### src/rtl/ysyx_24100006_xbar.sv
// rtl/ysyx_24100006_xbar.sv - AXI-Lite 1-to-2 crossbar routing MEM requests to SRAM (s0) or UART (s1)
module ysyx_24100006_xbar #(
    parameter logic [31:0] SRAM_BASE = 32'h8000_0000,
    parameter logic [31:0] SRAM_SIZE = 32'h0800_0000,
    parameter logic [31:0] UART_BASE = 32'ha000_03f8
) (
    input  logic        clk,
    input  logic        reset,

    // master port from MEM
    input  logic [31:0] m_araddr,
    input  logic        m_arvalid,
    output logic        m_arready,
    output logic [31:0] m_rdata,
    output logic [1:0]  m_rresp,
    output logic        m_rvalid,
    input  logic        m_rready,
    input  logic [31:0] m_awaddr,
    input  logic        m_awvalid,
    output logic        m_awready,
    input  logic [31:0] m_wdata,
    input  logic [7:0]  m_bytes,
    input  logic        m_wvalid,
    output logic        m_wready,
    output logic [1:0]  m_bresp,
    output logic        m_bvalid,
    input  logic        m_bready,

    // slave 0: SRAM
    output logic [31:0] s0_araddr,
    output logic        s0_arvalid,
    input  logic        s0_arready,
    input  logic [31:0] s0_rdata,
    input  logic [1:0]  s0_rresp,
    input  logic        s0_rvalid,
    output logic        s0_rready,
    output logic [31:0] s0_awaddr,
    output logic        s0_awvalid,
    input  logic        s0_awready,
    output logic [31:0] s0_wdata,
    output logic [7:0]  s0_bytes,
    output logic        s0_wvalid,
    input  logic        s0_wready,
    input  logic [1:0]  s0_bresp,
    input  logic        s0_bvalid,
    output logic        s0_bready,

    // slave 1: UART
    output logic [31:0] s1_araddr,
    output logic        s1_arvalid,
    input  logic        s1_arready,
    input  logic [31:0] s1_rdata,
    input  logic [1:0]  s1_rresp,
    input  logic        s1_rvalid,
    output logic        s1_rready,
    output logic [31:0] s1_awaddr,
    output logic        s1_awvalid,
    input  logic        s1_awready,
    output logic [31:0] s1_wdata,
    output logic [7:0]  s1_bytes,
    output logic        s1_wvalid,
    input  logic        s1_wready,
    input  logic [1:0]  s1_bresp,
    input  logic        s1_bvalid,
    output logic        s1_bready
);

    localparam logic [31:0] UART_SIZE = 32'd8;

    localparam logic [2:0] ST_IDLE   = 3'd0;
    localparam logic [2:0] ST_RD     = 3'd1;
    localparam logic [2:0] ST_WR     = 3'd2;
    localparam logic [2:0] ST_ERR_RA = 3'd3;
    localparam logic [2:0] ST_ERR_RD = 3'd4;
    localparam logic [2:0] ST_ERR_WA = 3'd5;
    localparam logic [2:0] ST_ERR_WB = 3'd6;

    localparam logic SEL_SRAM = 1'b0;
    localparam logic SEL_UART = 1'b1;

    localparam logic [1:0] RESP_DECERR = 2'b11;

    logic [2:0] state;
    logic [2:0] state_nxt;
    logic       sel;
    logic       sel_nxt;
    logic [1:0] ar_dec;
    logic [1:0] aw_dec;

    // Returns {hit, target}. Unsigned wrap-around subtraction makes each window
    // a single compare; UART is tested first so it wins any overlap.
    function automatic logic [1:0] decode(input logic [31:0] addr);
        logic [31:0] uart_off;
        logic [31:0] sram_off;
        uart_off = addr - UART_BASE;
        sram_off = addr - SRAM_BASE;
        if (uart_off < UART_SIZE) begin
            decode = {1'b1, SEL_UART};
        end else if (sram_off < SRAM_SIZE) begin
            decode = {1'b1, SEL_SRAM};
        end else begin
            decode = 2'b00;
        end
    endfunction

    assign ar_dec = decode(m_araddr);
    assign aw_dec = decode(m_awaddr);

    // Transaction sequencing: one outstanding request, reads win ties.
    always_comb begin
        state_nxt = state;
        sel_nxt   = sel;
        case (state)
            ST_IDLE: begin
                if (m_arvalid) begin
                    if (ar_dec[1]) begin
                        state_nxt = ST_RD;
                        sel_nxt   = ar_dec[0];
                    end else begin
                        state_nxt = ST_ERR_RA;
                    end
                end else if (m_awvalid && m_wvalid) begin
                    if (aw_dec[1]) begin
                        state_nxt = ST_WR;
                        sel_nxt   = aw_dec[0];
                    end else begin
                        state_nxt = ST_ERR_WA;
                    end
                end
            end
            ST_RD: begin
                if (m_rvalid && m_rready) begin
                    state_nxt = ST_IDLE;
                end
            end
            ST_WR: begin
                if (m_bvalid && m_bready) begin
                    state_nxt = ST_IDLE;
                end
            end
            ST_ERR_RA: state_nxt = ST_ERR_RD;
            ST_ERR_RD: begin
                if (m_rready) begin
                    state_nxt = ST_IDLE;
                end
            end
            ST_ERR_WA: state_nxt = ST_ERR_WB;
            ST_ERR_WB: begin
                if (m_bready) begin
                    state_nxt = ST_IDLE;
                end
            end
            default: state_nxt = ST_IDLE;
        endcase
    end

    // State and target registers; reset abandons any transaction in flight.
    always_ff @(posedge clk or negedge reset) begin
        if (!reset) begin
            state <= ST_IDLE;
            sel   <= SEL_SRAM;
        end else begin
            state <= state_nxt;
            sel   <= sel_nxt;
        end
    end

    // Channel steering: everything is gated by reset so no handshake or data
    // can leak out while reset is held low, even before the first clock edge.
    always_comb begin
        m_arready  = 1'b0;
        m_rdata    = 32'd0;
        m_rresp    = 2'b00;
        m_rvalid   = 1'b0;
        m_awready  = 1'b0;
        m_wready   = 1'b0;
        m_bresp    = 2'b00;
        m_bvalid   = 1'b0;

        s0_araddr  = 32'd0;
        s0_arvalid = 1'b0;
        s0_rready  = 1'b0;
        s0_awaddr  = 32'd0;
        s0_awvalid = 1'b0;
        s0_wdata   = 32'd0;
        s0_bytes   = 8'd0;
        s0_wvalid  = 1'b0;
        s0_bready  = 1'b0;

        s1_araddr  = 32'd0;
        s1_arvalid = 1'b0;
        s1_rready  = 1'b0;
        s1_awaddr  = 32'd0;
        s1_awvalid = 1'b0;
        s1_wdata   = 32'd0;
        s1_bytes   = 8'd0;
        s1_wvalid  = 1'b0;
        s1_bready  = 1'b0;

        if (reset) begin
            // Payloads go to both slaves; only the valids select one.
            s0_araddr = m_araddr;
            s0_awaddr = m_awaddr;
            s0_wdata  = m_wdata;
            s0_bytes  = m_bytes;
            s1_araddr = m_araddr;
            s1_awaddr = m_awaddr;
            s1_wdata  = m_wdata;
            s1_bytes  = m_bytes;

            case (state)
                ST_RD: begin
                    if (sel == SEL_UART) begin
                        s1_arvalid = m_arvalid;
                        s1_rready  = m_rready;
                        m_arready  = s1_arready;
                        m_rvalid   = s1_rvalid;
                        m_rdata    = s1_rdata;
                        m_rresp    = s1_rresp;
                    end else begin
                        s0_arvalid = m_arvalid;
                        s0_rready  = m_rready;
                        m_arready  = s0_arready;
                        m_rvalid   = s0_rvalid;
                        m_rdata    = s0_rdata;
                        m_rresp    = s0_rresp;
                    end
                end
                ST_WR: begin
                    if (sel == SEL_UART) begin
                        s1_awvalid = m_awvalid;
                        s1_wvalid  = m_wvalid;
                        s1_bready  = m_bready;
                        m_awready  = s1_awready;
                        m_wready   = s1_wready;
                        m_bvalid   = s1_bvalid;
                        m_bresp    = s1_bresp;
                    end else begin
                        s0_awvalid = m_awvalid;
                        s0_wvalid  = m_wvalid;
                        s0_bready  = m_bready;
                        m_awready  = s0_awready;
                        m_wready   = s0_wready;
                        m_bvalid   = s0_bvalid;
                        m_bresp    = s0_bresp;
                    end
                end
                ST_ERR_RA: begin
                    m_arready = 1'b1;
                end
                ST_ERR_RD: begin
                    m_rvalid = 1'b1;
                    m_rresp  = RESP_DECERR;
                end
                ST_ERR_WA: begin
                    m_awready = 1'b1;
                    m_wready  = 1'b1;
                end
                ST_ERR_WB: begin
                    m_bvalid = 1'b1;
                    m_bresp  = RESP_DECERR;
                end
                default: begin
                end
            endcase
        end
    end

endmodule

### config.mk
export PLATFORM = sky130hd
export DESIGN_NAME = ysyx_24100006_xbar
export DESIGN_NICKNAME = d
export VERILOG_FILES = /design/src/rtl/ysyx_24100006_xbar.sv
export SDC_FILE = /design/constraint.sdc
export NUM_CORES = 1
export LEC_CHECK = 0
export BUFFER_PORTS_ARGS = -buffer_cell sky130_fd_sc_hd__buf_2
export CORE_AREA = 2 2 178 180
export CTS_BUF_LIST = sky130_fd_sc_hd__clkbuf_16
export DETAILED_ROUTE_END_ITERATION = 10
export DIE_AREA = 0 0 180 182
export PLACE_DENSITY = 0.35
export SYNTH_ARGS = -nofsm -noshare
export SYNTH_HDL_FRONTEND = slang
export SYNTH_SLANG_ARGS = --single-unit
### constraint.sdc
create_clock -name clk -period 2.05 [get_ports clk]
set_input_delay 0.1025 -clock clk [delete_from_list [all_inputs] [get_ports clk]]
set_output_delay 0.1025 -clock clk [all_outputs]
set_load 0.005 [all_outputs]
==> flow_metrics.env <==
export IMPL_synth_most_common_cell="and2_1"
export IMPL_synth_common_cells="and2_1, buf_4, nor2_1"
export IMPL_grt_pass1_wl_um=27400
export IMPL_combinationalPowerShare_pct=80.6
export IMPL_ant_nets=0
export IMPL_die_w_um=180
export IMPL_wl_um=18500
export IMPL_firstDrtPassIters=6
export IMPL_drv_slew=0
export IMPL_pwr_share_seq_pct=7.3
export IMPL_slew_headroom_pct=70.9
export IMPL_cts_clk_slew_worst_paths_ns=0.04
export IMPL_drive_gt1_share_pct=61.6
export IMPL_synth_edf_count=0
export IMPL_vias_per_cell=3.74
export IMPL_end_kind="flip-flop"
export IMPL_p_sw_mw=1.20
export IMPL_place_congestion=0.758
export IMPL_layout_nets=1122
export IMPL_numCtsBuffers=3
export IMPL_synthArstFlopShare_pct=100
export IMPL_ys_types=67
export IMPL_grt_setup_unrepaired="true"
export IMPL_root_buffer="clkbuf_16"
export IMPL_rows=65
export IMPL_cts_max_level=1
export IMPL_violations="negative setup slack"
export IMPL_rr_worst_depth=6
export IMPL_avgRoutedWirePerCell_um=13.9
export IMPL_min_period_ns=2.32
export IMPL_gr_total_overflow=0
export IMPL_n_antenna_cell=0
export IMPL_critical_path_class="input pin to flip-flop"
export IMPL_syn_cell_area_um2=3480
export IMPL_portBuffers=451
export IMPL_antenna_found_initial=0
export IMPL_yosys_top_cells_area="buf_4, and2_1, mux2i_1"
export IMPL_hold_depth=4
export IMPL_route_detailed_drc=0
export IMPL_finalCritPeriodShare_pct=113
export IMPL_worstPathArrival_ns=2.43
export IMPL_crit_fanout=3
export IMPL_worstPathRequired_ns=2.16
export IMPL_first_global_vias=4754
export IMPL_dieArea_um2=32800
export IMPL_p_sw_share_pct=45.6
export IMPL_seq_area_frac_synth_pct=2.88
export IMPL_vias=4962
export IMPL_syn_to_final_growth_pct=80.2
export IMPL_grt_usage_pct=10.5
export IMPL_power_mw=2.63
export IMPL_num_io_pins=452
export IMPL_drt_initial_drc_count=134
export IMPL_tritoncts="built"
export IMPL_start_util_pct=11.2
export IMPL_finalWorstSetupSlack_ns=-0.270
export IMPL_ys_warn_count=0
export IMPL_synth_ff_type="dfrtp_1"
export IMPL_synth_seq_cells=4
export IMPL_setup_violations=4
export IMPL_insertion_delay_ns=0.23
export IMPL_worst_pin_slew_ns=0.435
export IMPL_fmax_mhz=431
export IMPL_holdCritPathClass="input pin to flip-flop"
export IMPL_core_area_um2=31000
export IMPL_hold_violations=0
export IMPL_post_route_util_pct=20.2
export IMPL_yosys_area_top_type="buf_4"
export IMPL_hpwlAfterDp_um=16300
export IMPL_tns_ns=-0.780
export IMPL_cts_sinks=4
export IMPL_vdd_ir_drop_max_mv=0.360
export IMPL_cts_buffer_depth=2
export IMPL_grt_start_max_net_pins=114
export IMPL_finalClockSkew_ns=0.00419
export IMPL_status="finished, violations left"
export IMPL_leakagePower_nw=3.56
export IMPL_syn_nets=711
export IMPL_die_h_um=182
export IMPL_powerDensity_nw_per_um2=419
export IMPL_cap_viol_max_count=0
export IMPL_p_int_mw=1.43
export IMPL_postSynthAreaPerCell_um2=6.74
export IMPL_netlist_area_leader_share_pct=22.5
export IMPL_startpoint_type="input pin"
export IMPL_synth_cells=516
export IMPL_pwr_share_clk_pct=12.1
## area by class of cell
cell class	instances	area, um2
clock buffer	3	75.1
clock inverter	1	3.75
fill	3573	24700
inverter	9	33.8
multi-input combinational	372	2560
sequential	4	101
tap	402	503
timing repair buffer	537	2990
## worst paths after layout
kind	from	to	slack, ns
setup / recovery	m_araddr[23]	sel	-0.27
hold / removal	m_rready	state[0]	0.32
setup reg to reg	state[0]	state[0]	0.33
hold reg to reg	state[1]	state[1]	0.83
max in group asynchronous	reset	sel	1.25
min in group asynchronous	reset	state[2]	0.49
## timing repair
action,in CTS,in global routing
hold buffers,1,0
setup endpoints to repair,4,4
pin swaps,10,8
endpoints found under the hold margin,4,0
gates resized for setup,17,6
buffers inserted,1,1
## worst max-delay path: stages
cell       delay (ns)
buf_2            0.10
or4_4            0.55
or3_1            0.34
nor4b_2          0.25
o2111ai_1        0.21
nor4_4           0.34
buf_4            0.17
o21ai_1          0.08
o32a_1           0.29
## power groups by stage
stage	logic (mW)	clock network, mW	registers (mW)
2_1_floorplan	1.24	0	0.137
3_3_place_gp	2.14	0	0.200
3_5_place_dp	2.14	0	0.198
4_1_cts	2.16	0.320	0.198
5_1_grt	2.35	0.326	0.202
6_report	2.12	0.318	0.192
## cell usage in the layout (no fill, tap or decap), types with 4 or more instances in the layout
cell type,instances
nor3b_1,4
nand3b_1,4
o211a_1,4
and2_1,105
or3_1,5
buf_6,6
a211oi_1,7
or4_4,5
nor2_1,60
and3_1,5
inv_1,10
nor2b_1,9
nand2b_1,4
nand4_1,7
nand2_1,13
buf_4,80
buf_2,446
o21ai_0,13
buf_12,4
nor3_1,10
a21oi_1,4
mux2i_1,39
## metrics by stage
stage	hold slack [ns]	cell area [um2]	setup slack, ns	std cells
after floorplan	-0.193	3490	-0.178	516
after global placement	0.190	6030	-0.536	1321
after detailed placement	0.193	6030	-0.544	1321
after CTS	0.344	6230	-0.300	1327
after global routing	0.361	6260	-0.379	1328
final	0.320	6260	-0.270	1328
## sequential cells by signal, indices dropped and copies added, names as in the netlist
name / count
sel: 1
state: 3
## logic make-up (layout without fill, tap and decap cells)
family | after synthesis | count (layout) | share of synthesized area (%)
AO/OA/AOI/OAI | 66 | 66 | 14.2
AND/OR/NAND/NOR | 260 | 260 | 43.2
adder cells (fa/ha/maj) | 2 | 2 | 0.720
multiplexers | 40 | 40 | 11.6
flip-flops | 4 | 4 | 2.88
XOR/XNOR | 4 | 4 | 1.01
buffers and inverters | 140 | 550 | 26.4
## metal layers
metal | up-vias | wire length (um) | global-route usage (%) | part of all wire (%)
met1 | 2202 | 7540 | 12.7 | 41
met4 | 0 | 119 | 1.46 | 0.64
met2 | 254 | 9690 | 20.1 | 52
li1 | 2502 | - | - | -
met5 | - | 0 | 0 | 0
met3 | 4 | 1160 | 1.20 | 6.3
(Power assumes the default switching activity.)
